**src/rtl/parking_pkg.sv**
```systemverilog
// parking_pkg: gate FSM state encoding and default sizing for the occupancy counter
package parking_pkg;
  typedef enum logic [2:0] {IDLE, E1, E2, E3, X1, X2, X3, ERR} gate_state_t;
  localparam int WIDTH_DEF    = 5;
  localparam int CAPACITY_DEF = 25;
endpackage

```
**src/rtl/gate_sequence_fsm.sv**
```systemverilog
// gate_sequence_fsm: decodes outer/inner sensor order into enter/exit events and a sequence error flag
module gate_sequence_fsm
  import parking_pkg::*;
(
  input  logic clk,
  input  logic reset,
  input  logic a,
  input  logic b,
  output logic enter_ev,
  output logic exit_ev,
  output logic enter,
  output logic exit,
  output logic seq_err
);
  gate_state_t state_q, state_d;
  logic enter_q, exit_q, seq_err_q;
  logic [1:0] ab;
  assign ab = {a, b};
  always_comb begin
    state_d = state_q;
    case (state_q)
      IDLE:    state_d = ab == 2'b10 ? E1 : ab == 2'b01 ? X1 : ab == 2'b11 ? ERR : IDLE;
      E1:      state_d = ab == 2'b11 ? E2 : ab == 2'b00 ? IDLE : ab == 2'b01 ? ERR : E1;
      E2:      state_d = ab == 2'b01 ? E3 : ab == 2'b10 ? E1 : ab == 2'b00 ? ERR : E2;
      E3:      state_d = ab == 2'b00 ? IDLE : ab == 2'b11 ? E2 : ab == 2'b10 ? ERR : E3;
      X1:      state_d = ab == 2'b11 ? X2 : ab == 2'b00 ? IDLE : ab == 2'b10 ? ERR : X1;
      X2:      state_d = ab == 2'b10 ? X3 : ab == 2'b01 ? X1 : ab == 2'b00 ? ERR : X2;
      X3:      state_d = ab == 2'b00 ? IDLE : ab == 2'b11 ? X2 : ab == 2'b01 ? ERR : X3;
      ERR:     state_d = ab == 2'b00 ? IDLE : ERR;
      default: state_d = IDLE;
    endcase
    enter_ev = state_q == E3 && ab == 2'b00;
    exit_ev  = state_q == X3 && ab == 2'b00;
  end
  always_ff @(posedge clk or negedge reset)
    if (!reset) begin
      state_q   <= IDLE;
      enter_q   <= 1'b0;
      exit_q    <= 1'b0;
      seq_err_q <= 1'b0;
    end else begin
      state_q   <= state_d;
      enter_q   <= enter_ev;
      exit_q    <= exit_ev;
      seq_err_q <= state_d == ERR;
    end
  assign enter   = enter_q;
  assign exit    = exit_q;
  assign seq_err = seq_err_q;
endmodule

```
**src/rtl/parking_lot_occupancy.sv**
```systemverilog
// parking_lot_occupancy: saturating occupancy counter driven by gate sensors.
// SENSOR_SYNC_EN adds a 2-flop synchronizer on a and b (+2 cycles latency).
module parking_lot_occupancy
  import parking_pkg::*;
#(
  parameter int WIDTH    = WIDTH_DEF,
  parameter int CAPACITY = CAPACITY_DEF
) (
  input  logic             clk,
  input  logic             reset,
  input  logic             a,
  input  logic             b,
  output logic             enter,
  output logic             exit,
  output logic [WIDTH-1:0] count,
  output logic             full,
  output logic             empty,
  output logic             seq_err
);
  localparam logic [WIDTH-1:0] CAP = WIDTH'(CAPACITY);
  logic a_s, b_s, enter_ev, exit_ev;
  logic [WIDTH-1:0] count_q, count_d;
  logic full_q, full_d, empty_q, empty_d;
`ifdef SENSOR_SYNC_EN
  logic [1:0] sync1_q, sync2_q;
  always_ff @(posedge clk or negedge reset)
    if (!reset) begin
      sync1_q <= 2'b00;
      sync2_q <= 2'b00;
    end else begin
      sync1_q <= {a, b};
      sync2_q <= sync1_q;
    end
  assign {a_s, b_s} = sync2_q;
`else
  assign a_s = a;
  assign b_s = b;
`endif
  gate_sequence_fsm u_fsm (
    .clk     (clk),
    .reset   (reset),
    .a       (a_s),
    .b       (b_s),
    .enter_ev(enter_ev),
    .exit_ev (exit_ev),
    .enter   (enter),
    .exit    (exit),
    .seq_err (seq_err)
  );
  always_comb begin
    count_d = enter_ev && count_q < CAP ? count_q + WIDTH'(1) :
              exit_ev && count_q != '0  ? count_q - WIDTH'(1) : count_q;
    full_d  = count_d == CAP;
    empty_d = count_d == '0;
  end
  always_ff @(posedge clk or negedge reset)
    if (!reset) begin
      count_q <= '0;
      full_q  <= 1'b0;
      empty_q <= 1'b1;
    end else begin
      count_q <= count_d;
      full_q  <= full_d;
      empty_q <= empty_d;
    end
  assign count = count_q;
  assign full  = full_q;
  assign empty = empty_q;
endmodule

```
**config.mk**
```make
export PLATFORM = sky130hd
export DESIGN_NAME = parking_lot_occupancy
export DESIGN_NICKNAME = d
export VERILOG_FILES = /design/src/rtl/parking_pkg.sv /design/src/rtl/gate_sequence_fsm.sv /design/src/rtl/parking_lot_occupancy.sv
export SDC_FILE = /design/constraint.sdc
export NUM_CORES = 1
export LEC_CHECK = 0
export ABC_AREA = 1
export CORE_MARGIN = 10
export CORE_UTILIZATION = 50
export DETAILED_ROUTE_END_ITERATION = 7
export PLACE_DENSITY_LB_ADDON = 0.25
export SLEW_MARGIN = 25
export SYNTH_ARGS = -nofsm -noshare
export SYNTH_HDL_FRONTEND = slang
export SYNTH_HIERARCHICAL = 1
export SYNTH_SLANG_ARGS = --single-unit
```
**constraint.sdc**
```tcl
create_clock -name clk -period 1.87 [get_ports clk]
set_clock_uncertainty 0.2 [all_clocks]
set_input_delay 0.2805 -clock clk [delete_from_list [all_inputs] [get_ports clk]]
set_output_delay 0.2805 -clock clk [all_outputs]
set_load 0.02 [all_outputs]
```
== Word-level counts from Yosys, hierarchy flattened ==
Cells that the tools add are included.
Widths: inputs -> output; s select.

* Flip-flop bits (word level): 13
* Bits of input ports: 4
* Output and inout bits: 10

* Add/sub/neg operators: 2
* Magnitude comparators: 1
* Eq/ne operators: 12
* Mux-type cells: 25
* Reductions and logical operators: 8

{| class="wikitable"
|+ Operators with widths
! operator !! number
|-
| $mux 3 || 19
|-
| $pmux 3 s8 || 1
|-
| $eq 3x3->1 const B || 5
|-
| $mux 5 || 2
|-
| $eq 3x2->1 const B || 2
|-
| $add 5x1->5 const B || 1
|-
| $eq 5x5->1 const B || 1
|-
| $logic_not 5->1 || 1
|-
| $lt 5x5->1 const B || 1
|-
| $reduce_bool 5->1 || 1
|-
| $sub 5x1->5 const B || 1
|-
| $eq 2x2->1 const B || 2
|-
| $logic_and 1x1->1 || 4
|-
| $mux 2 || 2
|-
| $eq 3x1->1 const B || 1
|-
| $logic_not 3->1 || 1
|-
| $eq 2x1->1 const B || 1
|-
| $logic_not 2->1 || 1
|-
| $mux 1 || 1
|}

== Depth between registers and ports, before layout ==
* Word-level depth: 6
* Mapped depth: 12
* Mapped depth without buffers: 11

== By module ==
The synthesis kept the hierarchy.

{| class="wikitable"
|+ By module, submodules not included
! module !! instances !! cells an instance !! area each (um2)
|-
| gate_sequence_fsm || 1 || 82 || 584.3
|-
| parking_lot_occupancy || 1 || 88 || 578.1
|}

== Least setup slack after synthesis ==
Ideal clock, no wire load.

* Kind: input-to-reg
* From: in a
* To: reg empty_q, in the netlist empty
* Library setup time: 0.067 ns
* Arrival time: 1.761 ns
* Required time: 1.603 ns
* Slack: -0.158 ns
* Cell stages on the path: 10
* Path through: inv_1 > ha_1 > inv_1 > nor3_1 > nand2_2 > nand2_1 > nand2_1 > a21oi_1 > nand2_1 > nor2_1

* Longest elaborated chain between the ends: 6

{| class="wikitable"
|+ Ends and longest elaborated chain
! element !! RTL line !! source
|-
| start: declaration || parking_lot_occupancy.sv:11 || <nowiki>input logic a,</nowiki>
|-
| $logic_not 2->1 || gate_sequence_fsm.sv:33 || <nowiki>exit_ev = state_q == X3 && ab == 2'b00;</nowiki>
|-
| $logic_and 1x1->1 || gate_sequence_fsm.sv:33 ||
|-
| via exit_ev || parking_lot_occupancy.sv:21 || <nowiki>logic a_s, b_s, enter_ev, exit_ev;</nowiki>
|-
| $logic_and 1x1->1 || parking_lot_occupancy.sv:52 || <nowiki>exit_ev && count_q != '0 ? count_q - WIDTH'(1) : count_q;</nowiki>
|-
| $mux 5 || parking_lot_occupancy.sv:52 ||
|-
| $mux 5 || parking_lot_occupancy.sv:51 || <nowiki>count_d = enter_ev && count_q < CAP ? count_q + WIDTH'(1) :</nowiki>
|-
| $logic_not 5->1 || parking_lot_occupancy.sv:54 || <nowiki>empty_d = count_d == '0;</nowiki>
|-
| via empty_d || parking_lot_occupancy.sv:23 || <nowiki>logic full_q, full_d, empty_q, empty_d;</nowiki>
|-
| end signal: assignment || parking_lot_occupancy.sv:64 || <nowiki>empty_q <= empty_d;</nowiki>
|-
| end: declaration || parking_lot_occupancy.sv:23 ||
|}

The timed path passes the listed nets, and every way through them passes these cells.

== Worst setup path in the final report ==
* From: reg count_q[4], in the netlist count[4]
* To: out count[4]

{| class="wikitable"
|+ RTL lines
! element !! RTL line !! source
|-
| start: declaration || parking_lot_occupancy.sv:22 || <nowiki>logic [WIDTH-1:0] count_q, count_d;</nowiki>
|-
| start signal: assignment || parking_lot_occupancy.sv:62 || <nowiki>count_q <= count_d;</nowiki>
|-
| end: declaration || parking_lot_occupancy.sv:15 || <nowiki>output logic [WIDTH-1:0] count,</nowiki>
|}

No word-level cell between the ends.

==> impl_metrics.json <==
{
  "period_needed_ps": 1810,
  "power_density_nw_per_um2": 1380,
  "setup_viol": 0,
  "syn_to_final_growth_pct": 26.5,
  "path_cells": "clkdlybuf4s50_1",
  "drc": 0,
  "synth-edff-count": 0,
  "fp.coreArea_sq_um": 2210,
  "regToRegSetupSlack_ps": 130,
  "synth_top_flop_cell": "dfrtp_1",
  "synth_top_family_by_area": "simple AND/OR/NAND/NOR gates",
  "cpPeakStageDelay_ps": 630,
  "grt_max_degree": 14,
  "via_count": 1155,
  "drt_iter0_drc": 63,
  "antenna_left": 0,
  "power.share.switching_pct": 51.8,
  "totalWireLength_mm": 2.74,
  "path_clk_slew_ps": 90,
  "dp_hpwl_mm": 2.17,
  "nets": 214,
  "cts.sinks": 13,
  "synth-compound-area-share_pct": 6.03,
  "final-max-slew-violation-count": 0,
  "slew_headroom_pct": 60.9,
  "cts-buffers-inserted": 3,
  "cts_htree_levels": 1,
  "tightest_slew_ps": 584,
  "synthCells": 170,
  "ys_ff_latch": 13,
  "cts_hold_buf": 0,
  "dp_cells": 221,
  "die_w_microns": 68.2,
  "comb_power_share_pct": 65.7,
  "grt_pass1_vias": 1064,
  "required_ps": 1390,
  "synth.cell_area_sq_um": 1160,
  "max_clock_freq_ghz": 0.554,
  "synthSimpleGateAreaFrac_pct": 43.6,
  "async_flop_share_pct": 100,
  "critPathTopFamily": "buffers and inverters",
  "cts_root_buf": "clkbuf_4",
  "path_max_fanout": 4,
  "status": "finished clean",
  "io_buffers": 13,
  "grt-ovfl-total": 0,
  "ys_seq_area_share_pct": 28.1,
  "maxCapViolations": 0,
  "vdd.ir_drop.worst_v": 0.000919,
  "synth_cell_types": 23,
  "yosys_warnings": 6,
  "whs_ps": 163,
  "min_path_type": "in -> async",
  "synth-adder-area-share_pct": 10.8,
  "insertion_delay_ps": 270,
  "reg2reg_from": "count[1]",
  "max-clock-path-buffers": 2,
  "reg2reg_to": "full",
  "post-route-util_pct": 66.5,
  "io_pins": 14,
  "clkPwrFrac_pct": 8.8,
  "vias_per_cell": 5.09,
  "fin_cells": 227,
  "placed_area_sq_um": 1400,
  "setup.worst_path.start": "count[4]",
  "p_sw_mw": 1.05,
  "start_util_pct": 52.5,
  "syn-num-nets": 184,
  "seqPwrFrac_pct": 25.5,
  "synth_xor_xnor_area_share_pct": 0,
  "n_antenna_cell": 0,
  "crit_type": "reg -> out",
  "path_buf_inv": 1,
  "critPathSlowestCell": "clkdlybuf4s50_1",
  "drive_gt1_share_pct": 29.6,
  "finalCritPeriodShare_pct": 96.6,
  "dr.pass1.iters": 4,
  "grt_pass1_wl_mm": 4.54,
  "cellInternalPower_mw": 0.977,
  "power.leakage_nw": 0.791,
  "cts_tree": "yes",
  "rsz0062_at_grt": "false",
  "hold_viol": 0,
  "startpoint_type": "register",
  "wl_per_cell_microns": 12.1,
  "grt_use_total_pct": 12.4,
  "total_power_mw": 2.03,
  "fin_area_sq_um": 1470,
  "design.die.area_sq_um": 4650,
  "grt_antenna_before_repair": 0,
  "critical_path_arrival_ps": 1330,
  "syn_area_per_cell_sq_um": 6.84,
  "gp_congestion": 0.917,
  "r2r_cells": 10,
  "placementRows": 17,
  "muxShareOfSynthArea_pct": 0,
  "die_y_microns": 68.2,
  "setup.worst_path.end_class": "output pin"
}
## flip-flops by register name, summed over array words and instances (netlist names)
name / flops
u_fsm/enter: 1
empty: 1
u_fsm/seq_err: 1
u_fsm/state_q: 3
count: 5
u_fsm/exit: 1
full: 1
## layout make-up
type	instances	area, sq um
clock buffer	4	26.3
fill	192	742
inverter	25	96.3
multi-input combinational	128	736
sequential	13	328
tap	28	35.0
timing repair buffer	29	249
## cell usage in the layout, fill, tap and decap left out, types with 5 or more instances in the layout
master,count
nand2_1,42
nor2_1,22
nand3_1,19
buf_4,16
inv_1,15
dfrtp_1,11
inv_2,8
ha_1,8
nor2_2,7
nand2_2,7
clkdlybuf4s50_1,6
dlygate4sd2_1,5
## synthesized netlist by cell type, types with 2 or more instances
library cell   n  share of area [%]
dfrtp_1       12                 26
a21oi_2        3                2.3
buf_4          2                1.3
a31oi_1        2                1.1
nor2_2         7                3.8
nand2_2        9                4.8
a21oi_1        2               0.86
nand3_2        4                3.4
inv_1         18                5.8
nand2_1       42                 14
nor3_1         4                1.7
buf_6          2                1.9
nor2_1        22                7.1
ha_1          10                 11
inv_2          5                1.6
nand3_1       19                8.2
## power by group through the flow
stage | Sequential [mW] | Combinational, mW | Clock [mW]
2_1_floorplan | 0.585 | 0.862 | 0
5_1_grt | 0.535 | 1.48 | 0.198
6_report | 0.516 | 1.33 | 0.178
3_3_place_gp | 0.518 | 1.30 | 0
3_5_place_dp | 0.522 | 1.32 | 0
4_1_cts | 0.516 | 1.31 | 0.182
## what timing repair did
action                                  in CTS  in global routing
buffers inserted                             1                  1
endpoints found under the setup margin       8                  5
gates resized for setup                     10                  7
pin swaps                                    2                  2
## per-layer routing
metal  track usage [%]  wire length, microns
met5                 0                     0
met3              1.63                   202
met1              16.2                  1270
met2              19.3                  1230
met4              6.78                    34
## how the worst max path moves through the flow
stage / endpoint / slack, ps / cells past startpoint
6_report: count[4] / 60 / 1
5_1_grt: full / 10 / 10
4_1_cts: empty / 20 / 12
3_5_place_dp: full / -380 / 12
3_3_place_gp: empty / -360 / 12
2_1_floorplan: empty / 30 / 10
## kinds of logic (layout without fill, tap and decap cells)
| group | after synthesis | in the layout |
|---|---|---|
| buffers and inverters | 29 | 58 |
| AOI/OAI and AO/OA | 10 | 10 |
| and+or+nand+nor | 108 | 108 |
| DFF | 13 | 13 |
| adders and majority gates | 10 | 10 |
## per-stage QoR
| stage | setup slack (ps) | setup TNS (ps) |
|---|---|---|
| 2_1_floorplan | 31.2 | 0 |
| 3_3_place_gp | -357 | -1780 |
| 3_5_place_dp | -376 | -2030 |
| 4_1_cts | 17.7 | 0 |
| 5_1_grt | 12.0 | 0 |
| 6_report | 64.1 | 0 |
No activity file was read; power rests on OpenSTA's default activity.
